`config.mk`:
```
export PLATFORM = sky130hd
export DESIGN_NAME = if_stage
export DESIGN_NICKNAME = d
export VERILOG_FILES = /design/src/rtl/if_stage.sv
export SDC_FILE = /design/constraint.sdc
export NUM_CORES = 2
export LEC_CHECK = 0
export ABC_AREA = 0
export CAP_MARGIN = 30
export CELL_PAD_IN_SITES_DETAIL_PLACEMENT = 1
export CELL_PAD_IN_SITES_GLOBAL_PLACEMENT = 1
export CORE_MARGIN = 2
export CORE_UTILIZATION = 49
export DETAILED_ROUTE_END_ITERATION = 8
export PLACE_DENSITY_LB_ADDON = 0.1
export SLEW_MARGIN = 25
export SYNTH_ARGS = -nofsm -noshare
export SYNTH_HDL_FRONTEND = slang
export SYNTH_SLANG_ARGS = --single-unit
```
`constraint.sdc`:
```
create_clock -name clk -period 5.32 [get_ports clk]
set_input_delay 1.064 -clock clk [delete_from_list [all_inputs] [get_ports clk]]
set_output_delay 1.064 -clock clk [all_outputs]
set_load 0.02 [all_outputs]
```
`src/rtl/if_stage.sv`:
```
// Instruction-fetch stage: owns the PC, a direct-mapped one-word-per-entry
// instruction cache, and the byte-serial refill path through the shared
// memory controller. Presents pc/inst to IF/ID with a valid/stall handshake.
module if_stage #(
    parameter int          ICACHE_INDEX_BITS = 6,
    parameter int          ICACHE_TAG_BITS   = 10,
    parameter logic [31:0] RESET_PC          = 32'h0
) (
    input  logic        clk,
    input  logic        rst,
    input  logic        rdy,
    input  logic        stall_i,
    input  logic        jump_or_not,
    input  logic [31:0] jump_addr,
    output logic        mem_req_o,
    output logic [31:0] mem_addr_o,
    input  logic        mem_gnt_i,
    input  logic        mem_valid_i,
    input  logic [7:0]  mem_data_i,
    output logic [31:0] pc_o,
    output logic [31:0] inst_o,
    output logic        inst_valid_o
);

    localparam int ENTRIES = 1 << ICACHE_INDEX_BITS;

    localparam logic [1:0] IDLE  = 2'd0;
    localparam logic [1:0] FETCH = 2'd1;
    localparam logic [1:0] WAIT  = 2'd2;

    logic [1:0]  state;
    logic [31:0] pc;
    logic [2:0]  req_cnt;
    logic [2:0]  rcv_cnt;
    logic [31:0] word_buf;

    logic [ENTRIES-1:0]         cache_valid;
    logic [ICACHE_TAG_BITS-1:0] cache_tag  [ENTRIES];
    logic [31:0]                cache_data [ENTRIES];

    logic [ICACHE_INDEX_BITS-1:0] index;
    logic [ICACHE_TAG_BITS-1:0]   tag;
    logic                         hit;
    logic                         consume;
    logic                         slot_free;
    logic                         last_byte;
    logic [31:0]                  full_word;
    logic [31:0]                  pc_next;

    assign index     = pc[ICACHE_INDEX_BITS+1:2];
    assign tag       = pc[ICACHE_TAG_BITS+ICACHE_INDEX_BITS+1:ICACHE_INDEX_BITS+2];
    assign hit       = cache_valid[index] && (cache_tag[index] == tag);
    assign consume   = inst_valid_o && !stall_i;
    assign slot_free = !inst_valid_o || consume;
    assign pc_next   = pc + 32'd4;

    // The fourth byte completes the word this cycle; bypass it straight
    // into the cache and the output rather than waiting a cycle for word_buf.
    assign last_byte = (state == FETCH) && mem_valid_i && (rcv_cnt == 3'd3);
    assign full_word = {mem_data_i, word_buf[23:0]};

    // Request one byte per cycle while fewer than four have been granted;
    // a redirect kills the request in the same cycle it is seen.
    assign mem_req_o  = rdy && (state == FETCH) && !req_cnt[2] && !jump_or_not;
    assign mem_addr_o = (state == FETCH) ? (pc + {29'd0, req_cnt}) : 32'd0;

    // PC, handshake outputs, refill FSM and cache valid bits.
    // NOTE: sequential state uses non-blocking (<=) so every register samples
    // pre-edge values; blocking here would create order-dependent races.
    always_ff @(posedge clk or posedge rst) begin
        if (rst) begin
            state        <= IDLE;
            pc           <= RESET_PC;
            pc_o         <= 32'd0;
            inst_o       <= 32'd0;
            inst_valid_o <= 1'b0;
            req_cnt      <= 3'd0;
            rcv_cnt      <= 3'd0;
            word_buf     <= 32'd0;
            cache_valid  <= '0;
        end else if (rdy) begin
            // Consumed output drops unless something new loads below.
            if (consume) begin
                inst_valid_o <= 1'b0;
            end

            if (jump_or_not) begin
                pc           <= jump_addr & 32'hFFFF_FFFC;
                inst_valid_o <= 1'b0;
                state        <= IDLE;
                req_cnt      <= 3'd0;
                rcv_cnt      <= 3'd0;
            end else begin
                case (state)
                    IDLE: begin
                        if (hit) begin
                            if (slot_free) begin
                                pc_o         <= pc;
                                inst_o       <= cache_data[index];
                                inst_valid_o <= 1'b1;
                                pc           <= pc_next;
                            end
                        end else begin
                            // Refill starts even while the current output is
                            // stalled; the result parks in WAIT if needed.
                            state   <= FETCH;
                            req_cnt <= 3'd0;
                            rcv_cnt <= 3'd0;
                        end
                    end

                    FETCH: begin
                        if (mem_req_o && mem_gnt_i) begin
                            req_cnt <= req_cnt + 3'd1;
                        end
                        if (mem_valid_i) begin
                            word_buf[8*rcv_cnt[1:0] +: 8] <= mem_data_i;
                            rcv_cnt                       <= rcv_cnt + 3'd1;
                        end
                        if (last_byte) begin
                            cache_valid[index] <= 1'b1;
                            if (slot_free) begin
                                pc_o         <= pc;
                                inst_o       <= full_word;
                                inst_valid_o <= 1'b1;
                                pc           <= pc_next;
                                state        <= IDLE;
                            end else begin
                                state <= WAIT;
                            end
                        end
                    end

                    WAIT: begin
                        if (slot_free) begin
                            pc_o         <= pc;
                            inst_o       <= word_buf;
                            inst_valid_o <= 1'b1;
                            pc           <= pc_next;
                            state        <= IDLE;
                        end
                    end

                    default: state <= IDLE;
                endcase
            end
        end
    end

    // Cache tag/data fill on completion of a refill.
    // NOTE: tag and data arrays are deliberately not reset; the reset valid
    // bits alone make stale contents unobservable and keep the arrays RAM-mappable.
    always_ff @(posedge clk) begin
        if (rdy && !rst && !jump_or_not && last_byte) begin
            cache_tag[index]  <= tag;
            cache_data[index] <= full_word;
        end
    end

endmodule

```
==> key figures <==
CTS
  – Clock buffer count from CTS: 315
  – CTS tree: yes
  – Hold_buf cts: 0
  – CTS H-tree lvls: 5
  – Later-pin clock latency in the skew report: 0.99 ns
  – Clk Tree Root Cell: clkbuf_16
  – Clock sinks: 2885
  – Clk slew on worst S/H paths: 0.06 ns
  – Clock Tree Buf Depth: 4

Global route
  – Largest net degree at the start of global routing: 74
  – Via count of the first global-routing pass: 72500
  – Grt total ovfl: 0
  – Initial antenna violation count: 25
  – Gr usage total: 37.9%
  – First-pass GRT wire length: 602 mm

Power and ir drop
  – Reg power frac: 38.9%
  – Pwr dens: 518 nW/um2
  – Sw frac: 34.7%
  – Peak VDD IR: 0.381 mV
  – Leakage: 45.0 nW
  – Comb power frac: 29.6%
  – Total Power: 67.6 mW
  – Clk pwr share: 31.5%
  – Switching power total: 23.5 mW
  – P_int: 44.2 mW

Worst setup path
  – CP required: 6.12 ns
  – Crit-path slowest cell: a2111oi_4
  – Crit Path Class: flop to flop
  – Crit-path max FO: 17
  – Worst-path cell chain: buf_4, buf_4, nand2_2, o22ai_1, a221oi_1, o22ai_1, a2111o_1, or3_1, a2111oi_4, buf_4, and4_1, buf_12, o21ai_1, a221oi_1
  – Setup crit end kind: flop
  – Critical path data arrival time: 5.97 ns
  – Reg2reg path depth: 14
  – CP max stage delay: 0.78 ns
  – RR Startpoint: pc[4]
  – Startpoint Class: flop
  – R2R Setup Slk: 0.16 ns
  – CP dominant cell by count: buf_4
  – Worst r2r dst: pc[4]

Die
  – Die width: 481 um
  – # IOs: 145
  – Chip height: 481 um
  – Die area: 232000 um2
  – FP Rows: 175
  – Core Box Area: 227000 um2
  – Starting Density: 49.2%

Final layout
  – Final core utilization: 57.5%
  – Area added between synthesis and finish: 16.9%
  – Final cell count without fillers: 10400
  – Share of cells above drive strength 1: 17.7%
  – NumNets Final: 7213

Detailed routing
  – Drt pass-1 iters: 8
  – Routed len/inst: 42.5 um
  – Detailed Route Iter0 Violations: 12500
  – Via count: 73700
  – WL final: 442 mm
  – Remaining DRCs: 0
  – Final antenna-violating net count: 0
  – Via/cell ratio: 7.09

Logic synthesis
  – Number of synthesized flops with an enable pin: 2688
  – Cell Area, Synth: 112000 um2
  – Mean Syn Cell Area: 16.8 um2
  – Register area share after synthesis: 76.7%
  – Ys Warns: 0
  – Main flop type after synthesis: edfxtp_1
  – Unique masters post-synth: 86
  – Yosys reg bits: 2885
  – Post-synth ARST share: 6.83%
  – Top-area cell type share of the netlist area: 72.3%
  – Cells after Synth: 6650
  – Largest area contributor in the netlist: edfxtp_1
  – Synth top area cells: edfxtp_1 (72%), dfrtp_1 (4.4%), a22oi_1 (3.9%)

Timing
  – Final hold vios: 0
  – Total negative setup slack: 0 ns
  – Maximum clock rate: 0.194 GHz
  – Hold slack: 0.475 ns
  – Relative slew slack: 28.7%
  – Slew @ Worst Pin: 1.06 ns
  – RSZ-0062 raised after global routing: false
  – Clk_skew: 0.0808 ns
  – Final setup viols: 0
  – Tmin final: 5.16 ns
  – Tcrit/Tclk final: 97.0%
  – Max Slew Vio Count: 0

Hold path
  – Hold Path Class: flop to flop
  – Hold path start: cache_valid[16]
  – Hold worst-path end: cache_valid[16]
  – Hold Path Depth: 1

Placed design
  – GP Congestion: 0.862
  – Port Buffer Count: 140
  – DP Wirelength: 259 mm
  – Dpl cells: 9827

Run status
  – Status: complete, no violations

Flow run
  – Max_cap viols: 0
## cell type report
type | instances | area, um2
antenna | 15 | 37.5
clock inverter | 144 | 1380
inverter | 27 | 114
timing repair buffer | 676 | 6620
sequential | 2885 | 85700
clock buffer | 397 | 8400
multi-input combinational | 3246 | 24500
tap | 3009 | 3760
fill | 20100 | 96500
## flip-flops by register name, indices dropped and copies added (netlist names)
name	flops
cache_tag	640
cache_valid	64
req_cnt	3
rcv_cnt	3
state	2
inst_valid_o	1
word_buf	32
cache_data	2048
pc	30
pc_o	30
inst_o	32
## cell usage after synthesis, types with 111 or more instances
cell      count
a21oi_1     130
a221oi_1    246
a22o_1      111
a22oi_1     581
clkbuf_1    263
dfrtp_1     197
edfxtp_1   2688
mux2_2      131
mux2i_1     252
nand2_1     255
nor2_1      226
o21ai_0     190
## layout by cell type (no fill, tap or decap), drive strengths merged, types with 15 or more instances in the layout
cell,Yosys,layout
a22o,111,111
nor3b,16,16
nand3b,26,26
o21bai,65,65
mux2,150,150
a21oi,131,131
nor4,20,20
buf,230,543
xnor2,24,24
nor3,34,34
ha,15,15
clkinv,1,107
diode,0,15
nand4,83,83
a22oi,581,581
clkbuf,263,397
edfxtp,2688,2688
mux2i,252,252
and2,35,35
clkdlybuf4s50,0,132
nand2,255,255
a222oi,32,32
nand3,98,98
nor2,227,227
inv,26,32
o221ai,18,18
dfrtp,197,197
o21ai,191,191
bufinv,0,27
o22ai,77,77
a221oi,246,246
or3,22,22
a41oi,41,41
o211ai,35,35
a221o,61,61
and3,50,50
a211oi,15,15
mux4,38,38
a31oi,91,91
## worst max-delay path by stage
stage	start	end	slack, ns
floorplan	rst	cache_data[34][0]	-0.48
global placement	pc[3]	pc[4]	0.17
detailed placement	pc[3]	pc[4]	0.15
CTS	pc[6]	mem_addr_o[31]	0.12
global route	req_cnt[2]	mem_addr_o[31]	0.03
finish	pc[4]	pc[4]	0.16
## repair_timing
| item | CTS | global route |
|---|---|---|
| gates cloned | 0 | 0 |
| setup buffers | 11 | 4 |
| endpoints found under the setup margin | 12 | 1 |
| resized for setup | 2 | 0 |
## kinds of logic after synthesis
family,count (synthesis),share of synthesized area [%]
xor gates and xnor gates,30,0.235
muxes,440,4.54
buffers and inverters,520,2.00
AOI/OAI and AO/OA,1838,12.3
other,1,0.00336
adders and majority gates,15,0.168
and+or+nand+nor,921,4.05
DFF,2885,76.7
## power by group through the flow
| stage | registers (mW) | logic [mW] | clock network [mW] |
|---|---|---|---|
| final | 26.3 | 20.0 | 21.3 |
| after detailed placement | 26.9 | 19.0 | 0 |
| after global routing | 26.3 | 20.3 | 22.2 |
| after floorplan | 27.1 | 8.88 | 0 |
| after CTS | 26.3 | 19.4 | 21.4 |
| after global placement | 26.9 | 18.8 | 0 |
## through the flow
stage	setup WS, ns	cell area (um2)
after floorplan	-0.483	112000
after global placement	0.172	120000
after detailed placement	0.145	121000
after CTS	0.124	130000
after global routing	0.0256	131000
final	0.157	131000
## worst max-delay path: cells and delay by family (launching register included)
kind | cells | cell delay [ns]
compound gates | 7 | 2.42
simple gates | 3 | 1.18
buf+inv | 4 | 0.89
flops | 1 | 0.54
## metal layers
metal,track usage [%],part of all wire [%]
met5,0,0.018
met4,19.6,6.1
met3,8.22,12
met2,57.0,45
met1,52.2,37
No activity file was read; power rests on OpenSTA's default activity.
